===== src/rtl/instruction_fetch_unit.sv =====
// instruction_fetch_unit
//   Fetch stage: holds the PC, issues one word read per cycle to main memory,
//   buffers {instruction, pc} pairs in a small FIFO and hands them to decode
//   over a valid/ready handshake. Supports redirect (flush + new PC) and halt.
//
// Ports
//   clk            single clock, all state on posedge
//   reset          synchronous, active-high
//   memAddress     read address to memory (always the current PC)
//   memReadEnable  a fetch is issued this cycle
//   memData        instruction word for memAddress, same cycle
//   instrValid     FIFO head holds a valid instruction
//   instrReady     decode accepts the head this cycle
//   instruction    head instruction word (0 when empty)
//   instrPc        head PC (0 when empty)
//   redirectValid  branch/jump redirect request
//   redirectPc     redirect target (low two bits ignored)
//   halt           stop issuing fetches; FIFO still drains
module instruction_fetch_unit #(
  parameter logic [31:0] RESET_PC   = 32'h0000_0000,
  parameter int          FIFO_DEPTH = 2
) (
  input  logic        clk,
  input  logic        reset,
  output logic [31:0] memAddress,
  output logic        memReadEnable,
  input  logic [31:0] memData,
  output logic        instrValid,
  input  logic        instrReady,
  output logic [31:0] instruction,
  output logic [31:0] instrPc,
  input  logic        redirectValid,
  input  logic [31:0] redirectPc,
  input  logic        halt
);

  // FIFO_DEPTH is a power of two, so the pointers wrap naturally.
  localparam int            AW      = $clog2(FIFO_DEPTH);
  localparam int            CW      = AW + 1;
  localparam logic [CW-1:0] DEPTH_C = CW'(FIFO_DEPTH);

  logic [31:0]   r_pc;
  logic [AW-1:0] r_head;
  logic [AW-1:0] r_tail;
  logic [CW-1:0] r_count;
  logic [31:0]   r_instr [FIFO_DEPTH];
  logic [31:0]   r_ipc   [FIFO_DEPTH];

  logic w_empty;
  logic w_deq;
  logic w_fetch;

  assign w_empty = (r_count == '0);

  // Valid is masked during a redirect so no handshake completes on a flushed entry.
  assign instrValid = !reset && !w_empty && !redirectValid;
  assign w_deq      = instrValid && instrReady;

  // A full FIFO can still fetch when the head leaves in the same cycle.
  assign w_fetch = !reset && !redirectValid && !halt &&
                   ((r_count < DEPTH_C) || w_deq);

  assign memReadEnable = w_fetch;
  assign memAddress    = r_pc;
  assign instruction   = w_empty ? 32'h0 : r_instr[r_head];
  assign instrPc       = w_empty ? 32'h0 : r_ipc[r_head];

  always_ff @(posedge clk) begin
    if (reset) begin
      r_pc    <= RESET_PC;
      r_head  <= '0;
      r_tail  <= '0;
      r_count <= '0;
    end else if (redirectValid) begin
      r_pc    <= {redirectPc[31:2], 2'b00};
      r_head  <= '0;
      r_tail  <= '0;
      r_count <= '0;
    end else begin
      if (w_fetch) begin
        r_tail <= r_tail + 1'b1;
        r_pc   <= r_pc + 32'd4;
      end
      if (w_deq) r_head <= r_head + 1'b1;
      case ({w_fetch, w_deq})
        2'b10:   r_count <= r_count + 1'b1;
        2'b01:   r_count <= r_count - 1'b1;
        default: r_count <= r_count;
      endcase
    end
  end

  // Storage needs no reset: entries are only visible through r_count.
  always_ff @(posedge clk) begin
    if (w_fetch) begin
      r_instr[r_tail] <= memData;
      r_ipc[r_tail]   <= r_pc;
    end
  end

endmodule


===== config.mk =====
export PLATFORM = sky130hd
export DESIGN_NAME = instruction_fetch_unit
export DESIGN_NICKNAME = d
export VERILOG_FILES = /design/src/rtl/instruction_fetch_unit.sv
export SDC_FILE = /design/constraint.sdc
export NUM_CORES = 1
export LEC_CHECK = 0
export BUFFER_PORTS_ARGS = -buffer_cell sky130_fd_sc_hd__buf_2
export CORE_UTILIZATION = 50
export CTS_BUF_LIST = sky130_fd_sc_hd__clkbuf_8
export DETAILED_ROUTE_END_ITERATION = 12
export GPL_TIMING_DRIVEN = 0
export HOLD_SLACK_MARGIN = 0.12
export PLACE_DENSITY = 0.74
export SYNTH_ARGS = -nofsm -noshare
export SYNTH_HDL_FRONTEND = slang
export SYNTH_SLANG_ARGS = --single-unit

===== constraint.sdc =====
create_clock -name clk -period 11.6 [get_ports clk]
set_clock_uncertainty 0.15 [all_clocks]
set_input_delay 2.32 -clock clk [delete_from_list [all_inputs] [get_ports clk]]
set_output_delay 2.32 -clock clk [all_outputs]
set_load 0.005 [all_outputs]

# [Yosys cells after proc, flatten, opt, wreduce, memory -nomap -nowiden]
# Memory sizes are Yosys's and may differ from the RTL's. A register that Yosys moved wholly into a read port is not among the register bits.
# Cells that the tools add are included.
[op_classes] add_sub_neg=5 order_cmp=1 n_eq_ne=2 muxes=11 reduce_logical=15
[op_table] cell="$mux 32" n=4
[op_table] cell="$add 32x3->32 const B" n=1
[op_table] cell="$logic_and 1x1->1" n=6
[op_table] cell="$mux 1" n=6
[op_table] cell="$logic_not 1->1" n=4
[op_table] cell="$pmux 2 s2" n=1
[op_table] cell="$reduce_bool 2->1" n=2
[op_table] cell="$add 1x1->1 const B" n=2
[op_table] cell="$add 2x1->2 const B" n=1
[op_table] cell="$eq 2x1->1 const B" n=1
[op_table] cell="$eq 2x2->1 const B" n=1
[op_table] cell="$logic_not 2->1" n=1
[op_table] cell="$lt 2x2->1 const B" n=1
[op_table] cell="$reduce_or 2->1" n=1
[op_table] cell="$sub 2x1->2 const B" n=1
[op_table] cell="$logic_or 1x1->1" n=1
[totals] regBits=36 ram_bits=128 input_bits=69 memories=2
[memory_table] memory="r_instr" depth=2 word_bits=32 read_ports=1 rd_ports_with_merged_regs=1 wr=1 line_no="46" text="logic [31:0] r_instr [FIFO_DEPTH];"
[memory_table] memory="r_ipc" depth=2 word_bits=32 read_ports=1 rd_ports_with_merged_regs=1 wr=1 line_no="47" text="logic [31:0] r_ipc [FIFO_DEPTH];"

# [Logic depth before layout (Yosys ltp)]
[depth] depth_word=9 depth_mapped=10 mapped_depth_nobuf=7

# [Worst setup path after synthesis]
# OpenSTA, ideal clock, no wires.
[synth_path] path_kind="input-to-reg" start="in reset" end="mem r_instr[0][0] (enable)" setup_ns=0.482 arrival_ns=6.091 slack_ns=4.877 cell_stages=7 path_buffers=4 cell_sequence="clkbuf_2 -> or2_1 -> buf_6 -> or3_4 -> buf_6 -> clkbuf_1 -> nor2_1"
[synth_between] elab_chain_len=8 word_cells_on_any_way=10 cone_classes="2 x mux; 8 x reduce/logical"
[synth_rtl] item="start, declared" line_no="24" text="input logic reset,"
[synth_rtl] item="$logic_not 1->1 *" line_no="56, 60"
[synth_rtl] item="$logic_and 1x1->1 (2 in a row)" line_no="56" text="assign instrValid = !reset && !w_empty && !redirectValid;"
[synth_rtl] item="$logic_and 1x1->1" line_no="57" text="assign w_deq = instrValid && instrReady;"
[synth_rtl] item="$logic_or 1x1->1" line_no="61" text="((r_count < DEPTH_C) || w_deq);"
[synth_rtl] item="$logic_and 1x1->1 *" line_no="60" text="assign w_fetch = !reset && !redirectValid && !halt &&"
[synth_rtl] item="$mux 1 *" line_no="95" text="if (w_fetch) begin"
[synth_rtl] item="$mux 1 (not written as such) *" line_no="96" text="r_instr[r_tail] <= memData;"
[synth_rtl] item="end, declared" line_no="46"
# Mark *: on every way between the ends. The rest lies on a longest branch, timed or not.

# [Worst setup path after layout]
[layout_path] start="in reset" end="out memReadEnable"
[layout_between] elab_chain_len=6 word_cells_on_any_way=8 cone_classes="8 x reduce/logical"
[layout_rtl] item="$logic_not 1->1 *" line_no="56, 60"
[layout_rtl] item="$logic_and 1x1->1 (2 in a row)" line_no="56"
[layout_rtl] item="$logic_and 1x1->1" line_no="57"
[layout_rtl] item="$logic_or 1x1->1" line_no="61"
[layout_rtl] item="$logic_and 1x1->1 *" line_no="60"
[layout_rtl] item="end, declared" line_no="26" text="output logic memReadEnable,"
# Marks and branches as above.

==> out/metrics.yaml <==
fill_cells: 1105
synth_compound_area_share_pct: 7.30
dr_total_vias: 5149
syn_area_mm2: 0.00686
yosys.area_share.adder_pct: 0.365
path_buf_inv: 6
slowest_stage: "or3_4"
cts_buffers: 17
path_max_fanout: 10
drv_cap: 0
rsz0062_at_grt: "no"
end_kind: "output pin"
clock_latency_ns: 0.44
worst_pin_slew_ns: 0.860
cts_tree: "built"
viasPerCell: 5.62
placed_cell_area_mm2: 0.00795
arrival_ns: 3.99
sequentialPowerShare_pct: 58.9
grt_max_degree: 63
power_density_mw_per_mm2: 132
grt_pass1_vias: 4955
syn-instance-count: 543
worstHoldPathType: "reg2reg"
clockPowerShare_pct: 34.5
antenna_found_initial: 1
synth_edf_count: 124
cts_resized: 0
synth-main-ff-cell: "edfxtp_1"
post-cts-setup-buffers: 0
final_area_mm2: 0.00832
fin_crit_ns: 6.46
synth.distinct_cells: 50
die_h_um: 119
yosysSeqAreaShare_pct: 64.5
yosys_register_bits: 159
initialDrtViolationCount: 426
start_util_pct: 51.6
whs_ns: 0.368
io_pins: 167
netSwitchingFraction_pct: 22.7
cts_hold_buf: 0
maxSlewHeadroom_pct: 42.7
wire_per_inst_um: 17.5
wl_mm: 16.0
cts_root_buf: "clkbuf_8"
critPathTopFamily: "buffers and inverters"
final_hold_viol_count: 0
power_leakage_nw: 3.03
setup.worst_path.start_class: "input pin"
cell_internal_pwr_mw: 0.850
finalSetupTns_ns: 0
synth_top_cell_by_area: "edfxtp_1"
io_buffers: 159
crit_chain: "clkbuf_2, or2_1, buf_6, or3_4, inv_1, buf_2, buf_2, buf_2"
synth_top_family_by_area: "simple AND/OR/NAND/NOR gates"
worst_ep_required_time_ns: 9.13
synthSimpleGateAreaFrac_pct: 14.0
synth_area_leaders: "edfxtp_1 54%, dfxtp_1 10%, mux2i_1 9.3%, nor2_1 4.8%, a31oi_1 1.6%"
yosys.area.top_type_share_pct: 54.3
grt_pass1_wl_mm: 24.9
cts_buffer_depth: 2
die_x_um: 119
finalNetCount: 797
clkTransAtPathRegs_ns: 0.08
p_sw_mw: 0.250
drtPass1Iterations: 6
dpl.hpwl_mm: 11.1
maxSlewViolCount: 0
rows: 42
ant_nets: 0
synthToLayoutAreaGrowth_pct: 21.3
status: "finished, final reports clean"
overflow: 0
synth.area.mux_share_pct: 9.50
crit_top_cell: "buf_2"
critPathMaxStageDelay_ns: 0.38
fin_crit_sh_pct: 55.7
cts_sinks: 159
drc_errors: 0
grt_usage_pct: 23.1
setup_viol: 0
synth_xor_area_share_pct: 1.28
fmaxAchievable_ghz: 0.155
async_flop_share_pct: 0
p_total_mw: 1.10
syn_avg_cell_area_um2: 12.6
dieArea_mm2: 0.0142
yosys_warnings: 0
power.share.combinational_pct: 6.6
drive_gt1_share_pct: 28.1
crit_type: "in2out"
core_area_mm2: 0.0133
ir_drop_uv: 57.4
place.gp.congestion: 0.921
cts-htree-levels: 4
==> cells by family after synthesis <==
kind of cell | after synthesis
and+or+nand+nor | 194
DFF | 159
AOI/OAI and AO/OA | 67
muxes | 65
buffers and inverters | 45
xor gates and xnor gates | 10
adders and majority gates | 2
other | 1
==> sequential cells by signal, summed over array words and instances, names as in the netlist, named ones only <==
register and count:
memAddress 30, r_count 2, r_head 1, r_instr 64, r_ipc 60, r_tail 1
==> power groups by stage <==
| stage | combinational (mW) | clock [mW] | sequential (mW) |
|---|---|---|---|
| 2_1_floorplan | 0.0359 | 0 | 0.656 |
| 3_3_place_gp | 0.0673 | 0 | 0.660 |
| 3_5_place_dp | 0.0717 | 0 | 0.661 |
| 4_1_cts | 0.0720 | 0.386 | 0.647 |
| 5_1_grt | 0.0791 | 0.408 | 0.650 |
| 6_report | 0.0721 | 0.379 | 0.648 |
==> layer usage <==
layer / vias to the layer above / routed length (µm) / global-route usage [%]
met4: 0 / 299 / 9.97
met3: 33 / 1330 / 6.27
li1: 2426 / - / -
met2: 257 / 7990 / 38.1
met5: - / 0 / 0
met1: 2433 / 6390 / 28.4
==> area by class of cell <==
class,count,area [µm²],area share [%]
tap,176,220,2.65
multi-input combinational,342,2250,27.1
buffer,40,186,2.24
clock buffer,17,234,2.81
timing repair buffer,161,851,10.2
inverter,5,18.8,0.225
clock inverter,15,134,1.61
antenna,1,2.50,0.0301
sequential,159,4420,53.2
==> worst min-delay path: cells and delay by family (launching register included) <==
kind	cells	cell delay, ns
XOR/XNOR	1	0.08
flip-flops	1	0.32
AND/OR/NAND/NOR	1	0.08
==> synthesized netlist by cell type (all sizes together) (4+ instances only) <==
cell      n
nand4    12
or4b      4
nand2    24
nor2     87
o311ai   12
nor3      4
nor4      6
clkbuf   29
inv       5
buf      11
nand3    10
mux2i    64
and2     12
o21ai     4
or3       9
xnor2     8
a31oi    18
dfxtp    35
o211ai    6
o41ai     4
or4       8
nand2b    4
edfxtp  124
nor2b     5
and4      4
o221ai    6
a211oi    6
==> metrics by stage <==
stage | setup slack [ns] | util (%) | std cells
3_3_place_gp | 3.26 | 59.3 | 881
4_1_cts | 5.16 | 62.6 | 915
6_report | 5.14 | 62.6 | 916
3_5_place_dp | 5.17 | 59.8 | 883
5_1_grt | 5.04 | 62.6 | 916
2_1_floorplan | 4.88 | - | 546
==> cells in the final DEF (no fill, tap or decap), types with 11 or more instances in the layout <==
| cell type | netlist | routed |
|---|---|---|
| buf_2 | 4 | 163 |
| edfxtp_1 | 124 | 124 |
| nor2_1 | 87 | 86 |
| mux2i_1 | 64 | 64 |
| dfxtp_1 | 35 | 35 |
| clkbuf_1 | 28 | 28 |
| nand2_1 | 24 | 24 |
| a31oi_1 | 18 | 18 |
| clkbuf_8 | 0 | 17 |
| nand4_1 | 12 | 12 |
| o311ai_0 | 12 | 12 |
| and2_1 | 12 | 11 |
==> worst paths after layout <==
check	from	to	slack [ns]	depth (start not counted)
setup / recovery	reset	memReadEnable	5.14	8
hold / removal	r_head	flop	0.37	2
setup reg to reg	r_count[1]	r_instr[1][16]	8.77	6
hold reg to reg	r_head	flop	0.37	2
Note: power is estimated with default switching activity, not from simulation.
